--- config.mk ---
export PLATFORM = sky130hd
export DESIGN_NAME = pipe_hazard_ctrl
export DESIGN_NICKNAME = d
export VERILOG_FILES = /design/src/rtl/pipe_hazard_ctrl.sv
export SDC_FILE = /design/constraint.sdc
export NUM_CORES = 1
export LEC_CHECK = 0
export BUFFER_PORTS_ARGS = -buffer_cell sky130_fd_sc_hd__buf_2
export CORE_MARGIN = 2
export CORE_UTILIZATION = 40
export DETAILED_ROUTE_END_ITERATION = 12
export GPL_TIMING_DRIVEN = 1
export PLACE_DENSITY = 0.62
export SETUP_SLACK_MARGIN = 0.1
export SKIP_LAST_GASP = 1
export SLEW_MARGIN = 5
export SYNTH_ARGS = -nofsm -noshare
export SYNTH_HDL_FRONTEND = slang
export SYNTH_SLANG_ARGS = --single-unit
--- constraint.sdc ---
create_clock -name clk -period 2.5 [get_ports clk]
set_input_delay 0.375 -clock clk [delete_from_list [all_inputs] [get_ports clk]]
set_output_delay 0.375 -clock clk [all_outputs]
set_load 0.05 [all_outputs]
--- src/rtl/pipe_hazard_ctrl.sv ---
// rtl/pipe_hazard_ctrl.sv - pipeline hazard controller: load-use stall, branch flush, halt drain, perf counters
module pipe_hazard_ctrl #(
  parameter int DRAIN_CYCLES = 2,
  parameter int CNT_W        = 16
) (
  input  logic             clk,
  input  logic             rst_n,
  input  logic [4:0]       id_rs1,
  input  logic [4:0]       id_rs2,
  input  logic [4:0]       ex_rd,
  input  logic             ex_memread,
  input  logic             ex_branch_taken,
  input  logic             ex_halt,
  input  logic             mem_busy,
  input  logic             resume,
  output logic             pc_en,
  output logic             ifid_en,
  output logic             idex_en,
  output logic             exmem_en,
  output logic             memwb_en,
  output logic             ifid_flush,
  output logic             idex_flush,
  output logic             halted,
  output logic [CNT_W-1:0] stall_cnt,
  output logic [CNT_W-1:0] flush_cnt
);

  localparam int DW = $clog2(DRAIN_CYCLES + 1);
  localparam logic [DW-1:0]    DRAIN_LOAD = DW'(DRAIN_CYCLES);
  localparam logic [DW-1:0]    DRAIN_ONE  = DW'(1);
  localparam logic [CNT_W-1:0] CNT_ONE    = CNT_W'(1);

  typedef enum logic [1:0] {
    ST_RUN    = 2'd0,
    ST_DRAIN  = 2'd1,
    ST_HALTED = 2'd2
  } state_t;

  state_t           r_state;
  state_t           w_state_nxt;
  logic [DW-1:0]    r_drain_cnt;
  logic [DW-1:0]    w_drain_nxt;
  logic [CNT_W-1:0] r_stall_cnt;
  logic [CNT_W-1:0] r_flush_cnt;
  logic             w_lu;
  logic             w_stall_inc;
  logic             w_flush_inc;

  assign w_lu = ex_memread && (ex_rd != 5'd0) && ((ex_rd == id_rs1) || (ex_rd == id_rs2));

  assign stall_cnt = r_stall_cnt;
  assign flush_cnt = r_flush_cnt;

  // State and drain counter register; reset drops straight back to RUN
  always_ff @(posedge clk or negedge rst_n) begin
    if (!rst_n) begin
      r_state     <= ST_RUN;
      r_drain_cnt <= '0;
    end else begin
      r_state     <= w_state_nxt;
      r_drain_cnt <= w_drain_nxt;
    end
  end

  // Next-state and control outputs; everything is forced quiet while reset is held
  always_comb begin
    w_state_nxt = r_state;
    w_drain_nxt = r_drain_cnt;
    pc_en       = 1'b0;
    ifid_en     = 1'b0;
    idex_en     = 1'b0;
    exmem_en    = 1'b0;
    memwb_en    = 1'b0;
    ifid_flush  = 1'b0;
    idex_flush  = 1'b0;
    halted      = 1'b0;
    w_stall_inc = 1'b0;
    w_flush_inc = 1'b0;
    if (rst_n) begin
      case (r_state)
        ST_RUN: begin
          if (mem_busy) begin
            // whole pipeline frozen, nothing counted
          end else if (ex_halt) begin
            // younger instructions are squashed; older ones keep flowing to drain
            ifid_en     = 1'b1;
            idex_en     = 1'b1;
            exmem_en    = 1'b1;
            memwb_en    = 1'b1;
            ifid_flush  = 1'b1;
            idex_flush  = 1'b1;
            w_state_nxt = ST_DRAIN;
            w_drain_nxt = DRAIN_LOAD;
          end else if (ex_branch_taken) begin
            pc_en       = 1'b1;
            ifid_en     = 1'b1;
            idex_en     = 1'b1;
            exmem_en    = 1'b1;
            memwb_en    = 1'b1;
            ifid_flush  = 1'b1;
            idex_flush  = 1'b1;
            w_flush_inc = 1'b1;
          end else if (w_lu) begin
            // hold PC and IF/ID, insert a bubble into EX
            idex_en     = 1'b1;
            exmem_en    = 1'b1;
            memwb_en    = 1'b1;
            idex_flush  = 1'b1;
            w_stall_inc = 1'b1;
          end else begin
            pc_en    = 1'b1;
            ifid_en  = 1'b1;
            idex_en  = 1'b1;
            exmem_en = 1'b1;
            memwb_en = 1'b1;
          end
        end
        ST_DRAIN: begin
          ifid_flush = 1'b1;
          idex_flush = 1'b1;
          exmem_en   = !mem_busy;
          memwb_en   = !mem_busy;
          if (!mem_busy) begin
            if (r_drain_cnt == DRAIN_ONE) begin
              w_state_nxt = ST_HALTED;
              w_drain_nxt = '0;
            end else begin
              w_drain_nxt = r_drain_cnt - DRAIN_ONE;
            end
          end
        end
        ST_HALTED: begin
          halted = 1'b1;
          if (resume) begin
            w_state_nxt = ST_RUN;
          end
        end
        default: begin
          w_state_nxt = ST_RUN;
          w_drain_nxt = '0;
        end
      endcase
    end
  end

  // Saturating performance counters; survive halt/resume, cleared only by reset
  always_ff @(posedge clk or negedge rst_n) begin
    if (!rst_n) begin
      r_stall_cnt <= '0;
      r_flush_cnt <= '0;
    end else begin
      if (w_stall_inc && (r_stall_cnt != {CNT_W{1'b1}})) begin
        r_stall_cnt <= r_stall_cnt + CNT_ONE;
      end
      if (w_flush_inc && (r_flush_cnt != {CNT_W{1'b1}})) begin
        r_flush_cnt <= r_flush_cnt + CNT_ONE;
      end
    end
  end

endmodule

# Word-level counts from Yosys, hierarchy flattened
# Cells that the tools add are included.
# op_classes
add_sub_neg	3
n_eq_ne	12
muxes	48
n_bitwise	1
reduce_logical	10
# op_table
op	count
two-way mux 1 bit	34
adder 16 x 1 -> 16 bit (second input constant)	2
!= test 16 bit (second input constant)	2
two-way mux 2 bit	9
one-hot mux 2 bit (3 select lines)	2
equality test 5 bit	2
!= test 2 bit (second input constant)	5
one-hot mux 1 bit (2 select lines)	3
AND reduction 6 bit	1
AND reduction 5 bit	1
nonzero test 5 bit	1
equality test 2 x 1 -> 1 bit (second input constant)	2
logical AND 1 bit	4
equality test 2 bit (second input constant)	1
logical NOT 2 bit	1
subtractor 2 x 1 -> 2 bit (second input constant)	1
logical NOT 1 bit	1
logical OR 1 bit	1
NOT 1 bit	1
# word_totals
register_bits	36
out_inout_bits	40
wordCells	78

# Longest topological paths before layout
# depth
word_depth	10
depth_mapped	7
ltp_nobuf	6

# Worst setup path after synthesis
# Ideal clock, no wire load.
# synth_timing
path_kind	in2out
start	in ex_rd[1]
end	out pc_en
arrival_time_ps	2501
required_time_ps	2125
setup_slack_ps	-376
stages	4
n_path_buf	0
cell_sequence	or4_1 o21a_1 and2_1 a211oi_1
# synth_via
elab_chain_len	9
# synth_rtl
element	line_no	rtl
from (decl)	10	input logic [4:0] ex_rd,
equality test 5 bit / nonzero test 5 bit (equally long branches)	49	assign w_lu = ex_memread && (ex_rd != 5'd0) && ((ex_rd == id_rs1) || (ex_rd == id_rs2));
logical OR 1 bit / logical AND 1 bit (equally long branches)	49	
logical AND 1 bit (*)	49	
two-way mux 1 bit (*)	103	end else if (w_lu) begin
two-way mux 1 bit (*)	94	end else if (ex_branch_taken) begin
two-way mux 1 bit (*)	84	end else if (ex_halt) begin
two-way mux 1 bit (*)	82	if (mem_busy) begin
two-way mux 1 bit (*)	80	case (r_state)
two-way mux 1 bit (*)	79	if (rst_n) begin
to (decl)	16	output logic pc_en,
# Mark *: on every way between the ends. The rest lies on a longest branch, timed or not.

# Worst setup path in the final report
# Same ends and word-level chain as after synthesis.

==> summary.txt <==
Setup path
  • Worst r2r src: r_state[0]$_DFFE_PN0P_
  • Worst-path maximum fanout: 5
  • R2R depth: 6
  • CP Cell Sequence: buf_2 > or4_1 > o21a_1 > and2_1 > a211oi_2 > buf_4
  • CP required: 2.12 ns
  • Crit-path slowest cell: or4_1
  • Delay-heaviest family, CP: simple AND/OR/NAND/NOR gates
  • CP Capture Type: output port
  • Worst path arrival time: 1.93 ns
  • Crit-path max cell delay: 0.54 ns
  • Register-to-register setup slack: 0.33 ns
  • CP Launch Type: input pin
  • Worst R2R End: stall_cnt[11]$_DFFE_PN0P_
  • Buf+Inv Stages, Crit Path: 2
  • Type of the worst setup path: input pin to output port

Timing
  • Unrepaired setup endpoints after global routing: false
  • Min cycle time layout: 2.30 ns
  • Tcrit/Tclk final: 0.922
  • Worst slew margin: 0.620
  • Final setup viols: 0
  • Measured slew at the worst slew-check pin: 0.561 ns
  • Skew final: 0.00557 ns
  • Max-slew violation count: 0
  • Hold Violations, Final: 0
  • Fmax: 434 MHz

Global routing
  • Largest net degree at the start of global routing: 44
  • Initial antenna violation count: 0
  • Remaining Overflow, GRT: 0
  • First-pass GRT wire length: 7380 um
  • Vias in the first global route: 1,586
  • All-Layer GR Usage: 0.167

Synthesis
  • Synth Flop Type: dfrtp_1
  • Post-synth top area cell: dfrtp_1
  • Synth cell types: 43
  • Synthesized flop and latch total: 36
  • Synth async-reset ratio: 1.00
  • Syn. warnings: 0
  • Register area share after synthesis: 0.438
  • Synth Area in Simple Gates: 0.245
  • Most frequent cell after synthesis: dfrtp_1
  • Multiplexer share of the synthesized area: 0.0274
  • Syn_nets: 228
  • Top cells by area, synth: dfrtp_1, xnor2_1, nand3_1, nand2_1, xor2_1
  • Cells after Synth: 203
  • Syn avg cell area: 10.1 um2
  • Largest family of logic cells by synthesized area: simple AND/OR/NAND/NOR gates
  • Compound-Gate Fraction of Synth Area: 0.0913
  • Post-synth top area share: 0.438
  • Post-Synth Adder-Cell Area: 0.0183
  • Synth Area in XOR/XNOR: 0.153
  • Synth Cell Area: 2060 um2
  • Post-synth top cells: dfrtp_1, xnor2_1, nand3_1
  • Post-synth EDFFs: 0

Route
  • Initial DRC count: 50
  • Routed length per instance: 12.3 um
  • Pre-antenna DRT Iters: 4
  • DRT Wirelength: 4230 um
  • Vias: 1,718
  • Antenna viol nets, final: 0
  • DR vias/cell: 5.01
  • Drc violations: 0

Clocking
  • Post-CTS Hold Buffers: 0
  • Sinks on Clock Net: 36
  • Buffer levels on the longest clock path: 2
  • CTS tree: yes
  • Clock transition at the registers of the reported paths: 0.07 ns
  • H-tree lvl count: 2
  • Clock Latency Late Sink: 0.28 ns
  • CTS Root Cell: clkbuf_8
  • TritonCTS Buffers: 5
  • Post-CTS Setup Bufs: 0
  • Post-CTS Resized: 0

Job
  • Max cap viols: 0

Placed design
  • Placed insts: 335
  • Area after DPL: 2460 um2
  • Post-DP HPWL: 3220 um
  • Port bufs: 61
  • Gp weighted congestion: 0.782

Finish
  • Fillers: 478
  • Share of layout cells above drive strength 1: 0.326
  • Final instance area: 2560 um2
  • Area grow syn2layout: 24.5%
  • # diodes: 0
  • Post-route insts no fill: 343
  • Nets: 297

Power and ir drop
  • Power Dens Cells: 580 nW/um2
  • Peak supply drop: 0.591 mV
  • Static leakage: 1.24 nW

Floorplan
  • Total Die Area: 5730 um2
  • FP Rows: 26
  • Initial Utilization: 0.408
  • Core Box Area: 5040 um2
  • Io pins: 62
  • Die Ht: 75.7 um
  • Die Width: 75.7 um

Min path
  • Worst hold path type: input pin to asynchronous set/reset pin

Outcome
  • Status: finished clean
[cell type report]
type / count / area, um2 / share of cell area
clock buffer: 6 / 82.6 / 0.0323
clock inverter: 2 / 10.0 / 0.00391
inverter: 7 / 31.3 / 0.0122
multi-input combinational: 157 / 1110 / 0.434
sequential: 36 / 901 / 0.352
tap: 70 / 87.6 / 0.0342
timing repair buffer: 65 / 338 / 0.132
[worst max-delay path by stage]
stage / startpoint / end / slack [ns] / depth (start not counted)
finish: ex_rd[1] / pc_en / 0.20 / 6
global route: ex_rd[1] / pc_en / 0.10 / 6
CTS: ex_rd[1] / pc_en / 0.14 / 6
detailed placement: ex_rd[1] / pc_en / 0.16 / 6
global placement: ex_rd[1] / pc_en / 0.15 / 6
floorplan: ex_halt / idex_flush / -0.01 / 5
[placed cells by master, fill, tap and decap left out, drive strengths merged, types with 4 or more instances in the layout]
| master | instances |
|---|---|
| clkbuf | 6 |
| and3 | 5 |
| mux2 | 5 |
| inv | 6 |
| and4 | 4 |
| xor2 | 6 |
| buf | 65 |
| xnor2 | 30 |
| a211oi | 4 |
| nand3 | 25 |
| dfrtp | 36 |
| nand4 | 6 |
| and2 | 4 |
| o21ai | 5 |
| nor2 | 13 |
| nand2 | 18 |
[per-layer routing]
layer  vias to the layer above  global-route usage  wire length [um]
met3                         4              0.0463               228
met5                         -                   0                 0
li1                        863                   -                 -
met4                         0              0.0351                26
met2                        58               0.257              1860
met1                       793               0.236              2120
[power by group]
part | internal (mW) | switching (mW) | leakage, nW
Sequential | 0.623 | 0.0448 | 0.488
Combinational | 0.135 | 0.255 | 0.706
Clock | 0.220 | 0.205 | 0.0510
[registers in the layout, indices dropped and copies added (netlist names)]
name,cells
r_state,2
flush_cnt,16
stall_cnt,16
r_drain_cnt,2
[logic make-up (layout without fill, tap and decap cells)]
group                      Yosys count  count (layout)
AOI/OAI and AO/OA                   23              23
buffers and inverters               10              80
xor gates and xnor gates            36              36
muxes                                5               5
DFF                                 36              36
adders and majority gates            3               3
and+or+nand+nor                     90              90
[worst reg2reg max path: cells and delay by family, from the launching register on]
kind	cells	cell delay, ns
AND/OR/NAND/NOR	3	0.84
flip-flops	1	0.44
XOR/XNOR	1	0.15
buffers and inverters	1	0.10
AO/OA/AOI/OAI	1	0.51
[through the flow]
step / setup TNS [ns] / total power [mW] / hold slack, ns / setup slack, ns / utilization
finish: 0 / 1.48 / 0.198 / 0.196 / 0.508
global route: 0 / 1.59 / 0.226 / 0.100 / 0.508
floorplan: -0.0135 / 0.969 / 0.0794 / -0.0135 / -
global placement: 0 / 1.07 / 0.471 / 0.149 / 0.489
detailed placement: 0 / 1.07 / 0.474 / 0.156 / 0.489
CTS: 0 / 1.51 / 0.210 / 0.140 / 0.507
(Power assumes the default switching activity.)
